`src/rtl/button_conditioner.sv`:
```
// Eight-lane push-button front end: 2-flop synchroniser, debouncer, press/release pulses and auto-repeat events.
// Auto-repeat (HELD->REPEAT with hold counter) is compiled in only when BUTTON_CONDITIONER_AUTOREPEAT_EN is defined.
module button_conditioner #(
    parameter int N_BTN           = 8,
    parameter int DEBOUNCE_CYCLES = 20000,
    parameter int REPEAT_DELAY    = 500000,
    parameter int REPEAT_PERIOD   = 100000
) (
    input  logic             clk,
    input  logic             rst,
    input  logic [N_BTN-1:0] btn_raw,
    output logic [N_BTN-1:0] btn_level,
    output logic [N_BTN-1:0] btn_press,
    output logic [N_BTN-1:0] btn_release,
    output logic [N_BTN-1:0] btn_event
);

    localparam int              DB_W    = $clog2(DEBOUNCE_CYCLES);
    localparam logic [DB_W-1:0] DB_LAST = DB_W'(DEBOUNCE_CYCLES - 1);

`ifdef BUTTON_CONDITIONER_AUTOREPEAT_EN
    localparam int                HOLD_MAX    = (REPEAT_DELAY > REPEAT_PERIOD) ? REPEAT_DELAY : REPEAT_PERIOD;
    localparam int                HOLD_W      = $clog2(HOLD_MAX);
    localparam logic [HOLD_W-1:0] DELAY_LAST  = HOLD_W'(REPEAT_DELAY - 1);
    localparam logic [HOLD_W-1:0] PERIOD_LAST = HOLD_W'(REPEAT_PERIOD - 1);

    typedef enum logic [1:0] {
        ST_IDLE,
        ST_HELD,
        ST_REPEAT
    } state_e;
`else
    typedef enum logic {
        ST_IDLE,
        ST_HELD
    } state_e;
`endif

    if (DEBOUNCE_CYCLES < 2 || REPEAT_DELAY < 2 || REPEAT_PERIOD < 2) begin : g_bad_cfg
        $error("button_conditioner: DEBOUNCE_CYCLES, REPEAT_DELAY and REPEAT_PERIOD must be >= 2");
    end

    for (genvar i = 0; i < N_BTN; i++) begin : g_lane
        logic            s1_q, s1_d;
        logic            s2_q, s2_d;
        logic [DB_W-1:0] db_cnt_q, db_cnt_d;
        logic            level_q, level_d;
        logic            accept;
        logic            press_q, press_d;
        logic            release_q, release_d;
        logic            event_q, event_d;
        state_e          state_q, state_d;
`ifdef BUTTON_CONDITIONER_AUTOREPEAT_EN
        logic [HOLD_W-1:0] hold_q, hold_d;
`endif

        // A new level is accepted only after DEBOUNCE_CYCLES consecutive differing samples;
        // any agreeing sample restarts the count.
        always_comb begin
            // NOTE: every combinational output gets a default first so no path can infer a latch.
            s1_d     = btn_raw[i];
            s2_d     = s1_q;
            level_d  = level_q;
            db_cnt_d = '0;
            accept   = 1'b0;
            if (s2_q != level_q) begin
                if (db_cnt_q == DB_LAST) begin
                    accept  = 1'b1;
                    level_d = s2_q;
                end else begin
                    db_cnt_d = db_cnt_q + 1'b1;
                end
            end
        end

`ifdef BUTTON_CONDITIONER_AUTOREPEAT_EN
        always_comb begin
            state_d   = state_q;
            press_d   = accept & s2_q;
            release_d = accept & ~s2_q;
            event_d   = 1'b0;
            hold_d    = hold_q;
            case (state_q)
                ST_IDLE: begin
                    if (press_d) begin
                        state_d = ST_HELD;
                        event_d = 1'b1;
                        hold_d  = '0;
                    end
                end
                ST_HELD: begin
                    // Release is checked first so an expiring hold count never fires on the release edge.
                    if (release_d) begin
                        state_d = ST_IDLE;
                        hold_d  = '0;
                    end else if (hold_q == DELAY_LAST) begin
                        state_d = ST_REPEAT;
                        event_d = 1'b1;
                        hold_d  = '0;
                    end else begin
                        hold_d = hold_q + 1'b1;
                    end
                end
                ST_REPEAT: begin
                    if (release_d) begin
                        state_d = ST_IDLE;
                        hold_d  = '0;
                    end else if (hold_q == PERIOD_LAST) begin
                        event_d = 1'b1;
                        hold_d  = '0;
                    end else begin
                        hold_d = hold_q + 1'b1;
                    end
                end
                default: begin
                    state_d = ST_IDLE;
                    hold_d  = '0;
                end
            endcase
        end
`else
        always_comb begin
            state_d   = state_q;
            press_d   = accept & s2_q;
            release_d = accept & ~s2_q;
            event_d   = 1'b0;
            case (state_q)
                ST_IDLE: begin
                    if (press_d) begin
                        state_d = ST_HELD;
                        event_d = 1'b1;
                    end
                end
                ST_HELD: begin
                    if (release_d) begin
                        state_d = ST_IDLE;
                    end
                end
                default: state_d = ST_IDLE;
            endcase
        end
`endif

        always_ff @(posedge clk) begin
            // NOTE: state uses non-blocking assignments so every flop samples pre-edge values.
            if (rst) begin
                s1_q      <= 1'b0;
                s2_q      <= 1'b0;
                db_cnt_q  <= '0;
                level_q   <= 1'b0;
                press_q   <= 1'b0;
                release_q <= 1'b0;
                event_q   <= 1'b0;
                state_q   <= ST_IDLE;
`ifdef BUTTON_CONDITIONER_AUTOREPEAT_EN
                hold_q    <= '0;
`endif
            end else begin
                s1_q      <= s1_d;
                s2_q      <= s2_d;
                db_cnt_q  <= db_cnt_d;
                level_q   <= level_d;
                press_q   <= press_d;
                release_q <= release_d;
                event_q   <= event_d;
                state_q   <= state_d;
`ifdef BUTTON_CONDITIONER_AUTOREPEAT_EN
                hold_q    <= hold_d;
`endif
            end
        end

        assign btn_level[i]   = level_q;
        assign btn_press[i]   = press_q;
        assign btn_release[i] = release_q;
        assign btn_event[i]   = event_q;
    end

endmodule

```
`config.mk`:
```
export PLATFORM = sky130hd
export DESIGN_NAME = button_conditioner
export DESIGN_NICKNAME = d
export VERILOG_FILES = /design/src/rtl/button_conditioner.sv
export SDC_FILE = /design/constraint.sdc
export NUM_CORES = 1
export LEC_CHECK = 0
export CAP_MARGIN = 0
export CORE_UTILIZATION = 45
export DETAILED_ROUTE_END_ITERATION = 10
export GPL_TIMING_DRIVEN = 0
export PLACE_DENSITY = 0.65
export SYNTH_ARGS = -nofsm -noshare
export SYNTH_HDL_FRONTEND = slang
export SYNTH_SLANG_ARGS = --single-unit
```
`constraint.sdc`:
```
create_clock -name clk -period 2.2 [get_ports clk]
set_input_delay 0.33 -clock clk [delete_from_list [all_inputs] [get_ports clk]]
set_output_delay 0.33 -clock clk [all_outputs]
set_load 0.05 [all_outputs]
```
; ---- After elaboration in Yosys (flattened, before gate mapping)
; Cells that the tools add are included.
[classes]
n_eq_ne = 16
muxes = 40
div = 0
bitwise = 40
n_reduce_logical = 24
magnitude_cmp = 0
n_addsub = 8
n_mul = 0
n_shift = 0
[op_table]
columns = cell, n
row1 = "15-bit by 1-bit adder with 15-bit output, second input constant", 8
row2 = "15-bit equality test, second input constant", 8
row3 = 1-bit 2-to-1 mux, 32
row4 = 1-bit inverter, 24
row5 = 3-bit OR reduction, 8
row6 = 1-bit AND, 16
row7 = 1-bit one-hot mux with 2 select lines, 8
row8 = 2-bit AND reduction, 8
row9 = 2-bit OR reduction, 8
row10 = 1-bit != test, 8
[word_totals]
ram_bits = 0
mem_count = 0
latchBits = 0
word_cells = 192
regBits = 176
mem_bits_ro = 0

; ---- Logic depth before layout (Yosys ltp)
[logic_depth]
depth_word = 6
ltp_mapped = 7
mapped_depth_nobuf = 5

; ---- Least setup slack after synthesis
; No wires, ideal clock.
[synth_path]
path_type = flip-flop to flip-flop
startpoint = reg g_lane[7].db_cnt_q[0]
endpoint = reg g_lane[7].db_cnt_q[14]
n_path_buf = 2
slack_ns = 0.166
stages_incl_launch_ff = 8
synth_period_minus_slack_ns = 2.034
setup_ns = 0.115
required_ns = 2.085
arrival_ns = 1.919
path_cell_list = dfxtp_1 -> ha_1 -> or4bb_1 -> or4_1 -> buf_2 -> nand2b_2 -> buf_4 -> nor2_1
[synth_via]
elab_chain_cells = 2
elab_cells_between_ends = 3
classes_between = add/sub: 1 / eq/ne: 1 / reduce/logical: 1
[synth_lines]
columns = item, line_no
row1 = from (decl), 46  ; logic [DB_W-1:0] db_cnt_q, db_cnt_d;
row2 = from (signal assigned), 161  ; db_cnt_q <= db_cnt_d;
row3 = "parallel branches: the longest is 2 deep, another holds 15-bit by 1-bit adder with 15-bit output", --
; Parallel ways; which one is timed is not known.
; A chain may end at the register's enable or synchronous reset.

; ---- Worst setup path in the final report
[layout_path]
startpoint = reg g_lane[1].level_q
endpoint = out btn_level[1]
[layout_rtl]
columns = item, line_no
row1 = from (decl), 47  ; logic level_q, level_d;
row2 = from (signal assigned), 162  ; level_q <= level_d;
row3 = to (decl), 12  ; output logic [N_BTN-1:0] btn_level,
; No word-level cell between the ends.

==> flow_metrics.env <==
export IMPL_num_rows=45
export IMPL_required_ns=1.87
export IMPL_hold_path_class="register to register"
export IMPL_core_sq_um=15400
export IMPL_drive_gt1_frac=0.103
export IMPL_endpoint_kind="output pin"
export IMPL_routedWlPerCell_um=12.1
export IMPL_yosys_area_top_type="dfxtp_1"
export IMPL_arrival_ns=1.80
export IMPL_critPathKind="register to output pin"
export IMPL_hold_viol=0
export IMPL_port_buffers=41
export IMPL_synth_seq_cells=173
export IMPL_place_area_sq_um=7880
export IMPL_layoutNonFillerInstCount=1078
export IMPL_synthCells=797
export IMPL_finalNetCount=872
export IMPL_tns_ns=0
export IMPL_worstMarginPinSlew_ns=0.566
export IMPL_min_period_ns=2.13
export IMPL_drtIter0Drc=191
export IMPL_fmax_mhz=468
export IMPL_rsz0062_at_grt="false"
export IMPL_die_h_um=129
export IMPL_final_antenna_net_count=0
export IMPL_synth_top_area_share=0.481
export IMPL_grt_pass1_wl_um=22000
export IMPL_synth_adder_area_share=0.0139
export IMPL_antennaDiodeCount=0
export IMPL_syn_avg_cell_area_sq_um=9.04
export IMPL_via_count=5301
export IMPL_ctsHtreeMaxLevel=4
export IMPL_antenna_found_initial=0
export IMPL_post_cts_buffers=0
export IMPL_relSlewSlack=0.623
export IMPL_synth_top_family_by_area="simple AND/OR/NAND/NOR gates"
export IMPL_wl_um=13000
export IMPL_dp_hpwl_um=8960
export IMPL_clock_skew_ns=0.00931
export IMPL_grt_max_degree=17
export IMPL_async_flop_share=0
export IMPL_cts_root_buf="clkbuf_16"
export IMPL_final_core_util=0.554
export IMPL_yosys_most_used_dff="dfxtp_1"
export IMPL_p_leak_nw=2.79
export IMPL_synth_xor_area_frac=0.129
export IMPL_timing_hold_ws_ns=0.441
export IMPL_grt_pass1_vias=4756
export IMPL_maxCapViolCount=0
export IMPL_cts_clk_slew_worst_paths_ns=0.06
export IMPL_clock_path_buffers=2
export IMPL_setup_viol=0
export IMPL_cp_max_fo=6
export IMPL_cts_tree="done"
export IMPL_synth_cell_types=40
export IMPL_gp_congestion=0.785
export IMPL_muxShareOfSynthArea=0.0125
export IMPL_route_detailed_drc=0
export IMPL_synthSimpleGateAreaFrac=0.290
export IMPL_fin_area_sq_um=8550
export IMPL_cts_sinks=173
export IMPL_die_w_um=129
export IMPL_period_share=0.970
export IMPL_grt_overflow_total=0
export IMPL_finalPower_mw=6.48
export IMPL_slew_viol_final=0
export IMPL_dp_cells=1049
export IMPL_netlist_area_sq_um=7210
export IMPL_start_util=0.467
export IMPL_ir_worst_vdd_v=0.000559
export IMPL_ios=42
export IMPL_viasPerCell=4.92
export IMPL_ys_seq_area_frac=0.481
export IMPL_yosys_warnings=0
export IMPL_dr_pass1_iters=4
export IMPL_syn_num_nets=815
export IMPL_cts_buffers_inserted=17
export IMPL_critPathLaunchType="register"
export IMPL_synth_compound_area_frac=0.0155
export IMPL_place_ws_ns=-0.722
export IMPL_die_area_sq_um=16500
export IMPL_power_density_nw_per_um2=758
export IMPL_status="finished clean"
export IMPL_grt_usage=0.167
export IMPL_synthTopCellsByArea="dfxtp_1 (48%), xnor2_1 (8.6%), nor2_1 (6.9%), xor2_1 (4.3%), buf_4 (3.6%)"
export IMPL_setup_ws_ns=0.0651
export IMPL_synth_edff_count=0
export IMPL_area_growth_pct=18.7
export IMPL_clk_latency_ns=0.42
[report_power, final]
group | switching, mW | internal, mW
logic | 0.0605 | 0.0433
registers | 0.0206 | 3.16
clock network | 1.23 | 1.97
[cells by family after synthesis]
kind of cell | after synthesis
multiplexers | 9
adder cells (fa/ha/maj) | 8
AND/OR/NAND/NOR | 405
flip-flops | 173
XOR/XNOR | 106
buffers and inverters | 77
AO/OA/AOI/OAI | 19
[worst max-delay path, stage by stage, from the launching register on]
cell and delay, ns:
dfxtp_1 0.45, buf_4 0.15, clkdlybuf4s50_1 0.79
[sequential cells by signal, summed over array words and instances (netlist names), named ones only]
register / cells
g_lane.release_q: 8
g_lane.s1_q: 8
g_lane.press_q: 8
g_lane.event_q: 8
g_lane.level_q: 8
g_lane.db_cnt_q: 120
g_lane.s2_q: 8
[cells in the mapped netlist, types with 3 or more instances]
master	count
clkbuf_1	15
nor4_1	28
or4_1	4
dfxtp_1	173
nand2b_1	11
nand2_1	40
o21ai_0	6
and4_1	8
and3_1	11
nor4b_1	14
xnor2_1	71
nand4_1	39
ha_1	8
buf_4	35
nand3_1	41
inv_1	24
mux2i_1	9
xor2_1	35
a21oi_1	6
a31oi_1	3
nor3_1	41
or2_2	3
nor2_1	133
nor2b_1	20
[repair_timing]
action                                  CTS  global route
endpoints found under the setup margin   50            63
resized for setup                         7             9
hold endpoints to repair                  0             0
hold buffers                              0             0
[cells in the final DEF, fill, tap and decap left out, types with 4 or more instances in the layout]
master and n:
a21oi_1 6, and3_1 11, and4_1 8, buf_4 34
bufinv_16 4, clkbuf_1 8, clkbuf_16 17, clkbuf_2 4
clkdlybuf4s50_1 41, clkinvlp_4 4, dfxtp_1 169, ha_1 6
inv_1 24, mux2i_1 9, nand2_1 39, nand2b_1 11
nand3_1 41, nand4_1 39, nor2_1 133, nor2b_1 20
nor3_1 41, nor4_1 28, nor4b_1 14, o21ai_0 6
or4_1 4, xnor2_1 71, xor2_1 35
[final timing paths]
path / start / endpoint / slack, ns / cells after the start
worst max register to register: g_lane[6].db_cnt_q[0] / g_lane[6].db_cnt_q[8] / 0.11 / 7
worst min register to register: g_lane[6].s1_q / g_lane[6].s2_q / 0.44 / 1
worst max-delay path: g_lane[1].level_q / btn_level[1] / 0.07 / 2
worst min-delay path: g_lane[6].s1_q / g_lane[6].s2_q / 0.44 / 1
[per-layer routing]
| metal | global-route usage | vias to the layer above | part of all wire |
|---|---|---|---|
| li1 | - | 2802 | - |
| met1 | 0.220 | 2425 | 0.50 |
| met2 | 0.268 | 62 | 0.45 |
| met3 | 0.0437 | 12 | 0.035 |
| met4 | 0.0519 | 0 | 0.011 |
| met5 | 0 | - | 0 |
[layout make-up]
class / count / area [sq um]
Buffer: 50 / 330
Clock buffer: 19 / 453
Inverter: 24 / 90.1
Sequential cell: 173 / 3470
Timing Repair Buffer: 41 / 410
Tap cell: 211 / 264
Multi-Input combinational cell: 547 / 3350
Fill cell: 1417 / 6880
Clock inverter: 13 / 186
Note: power is estimated with default switching activity, not from simulation.
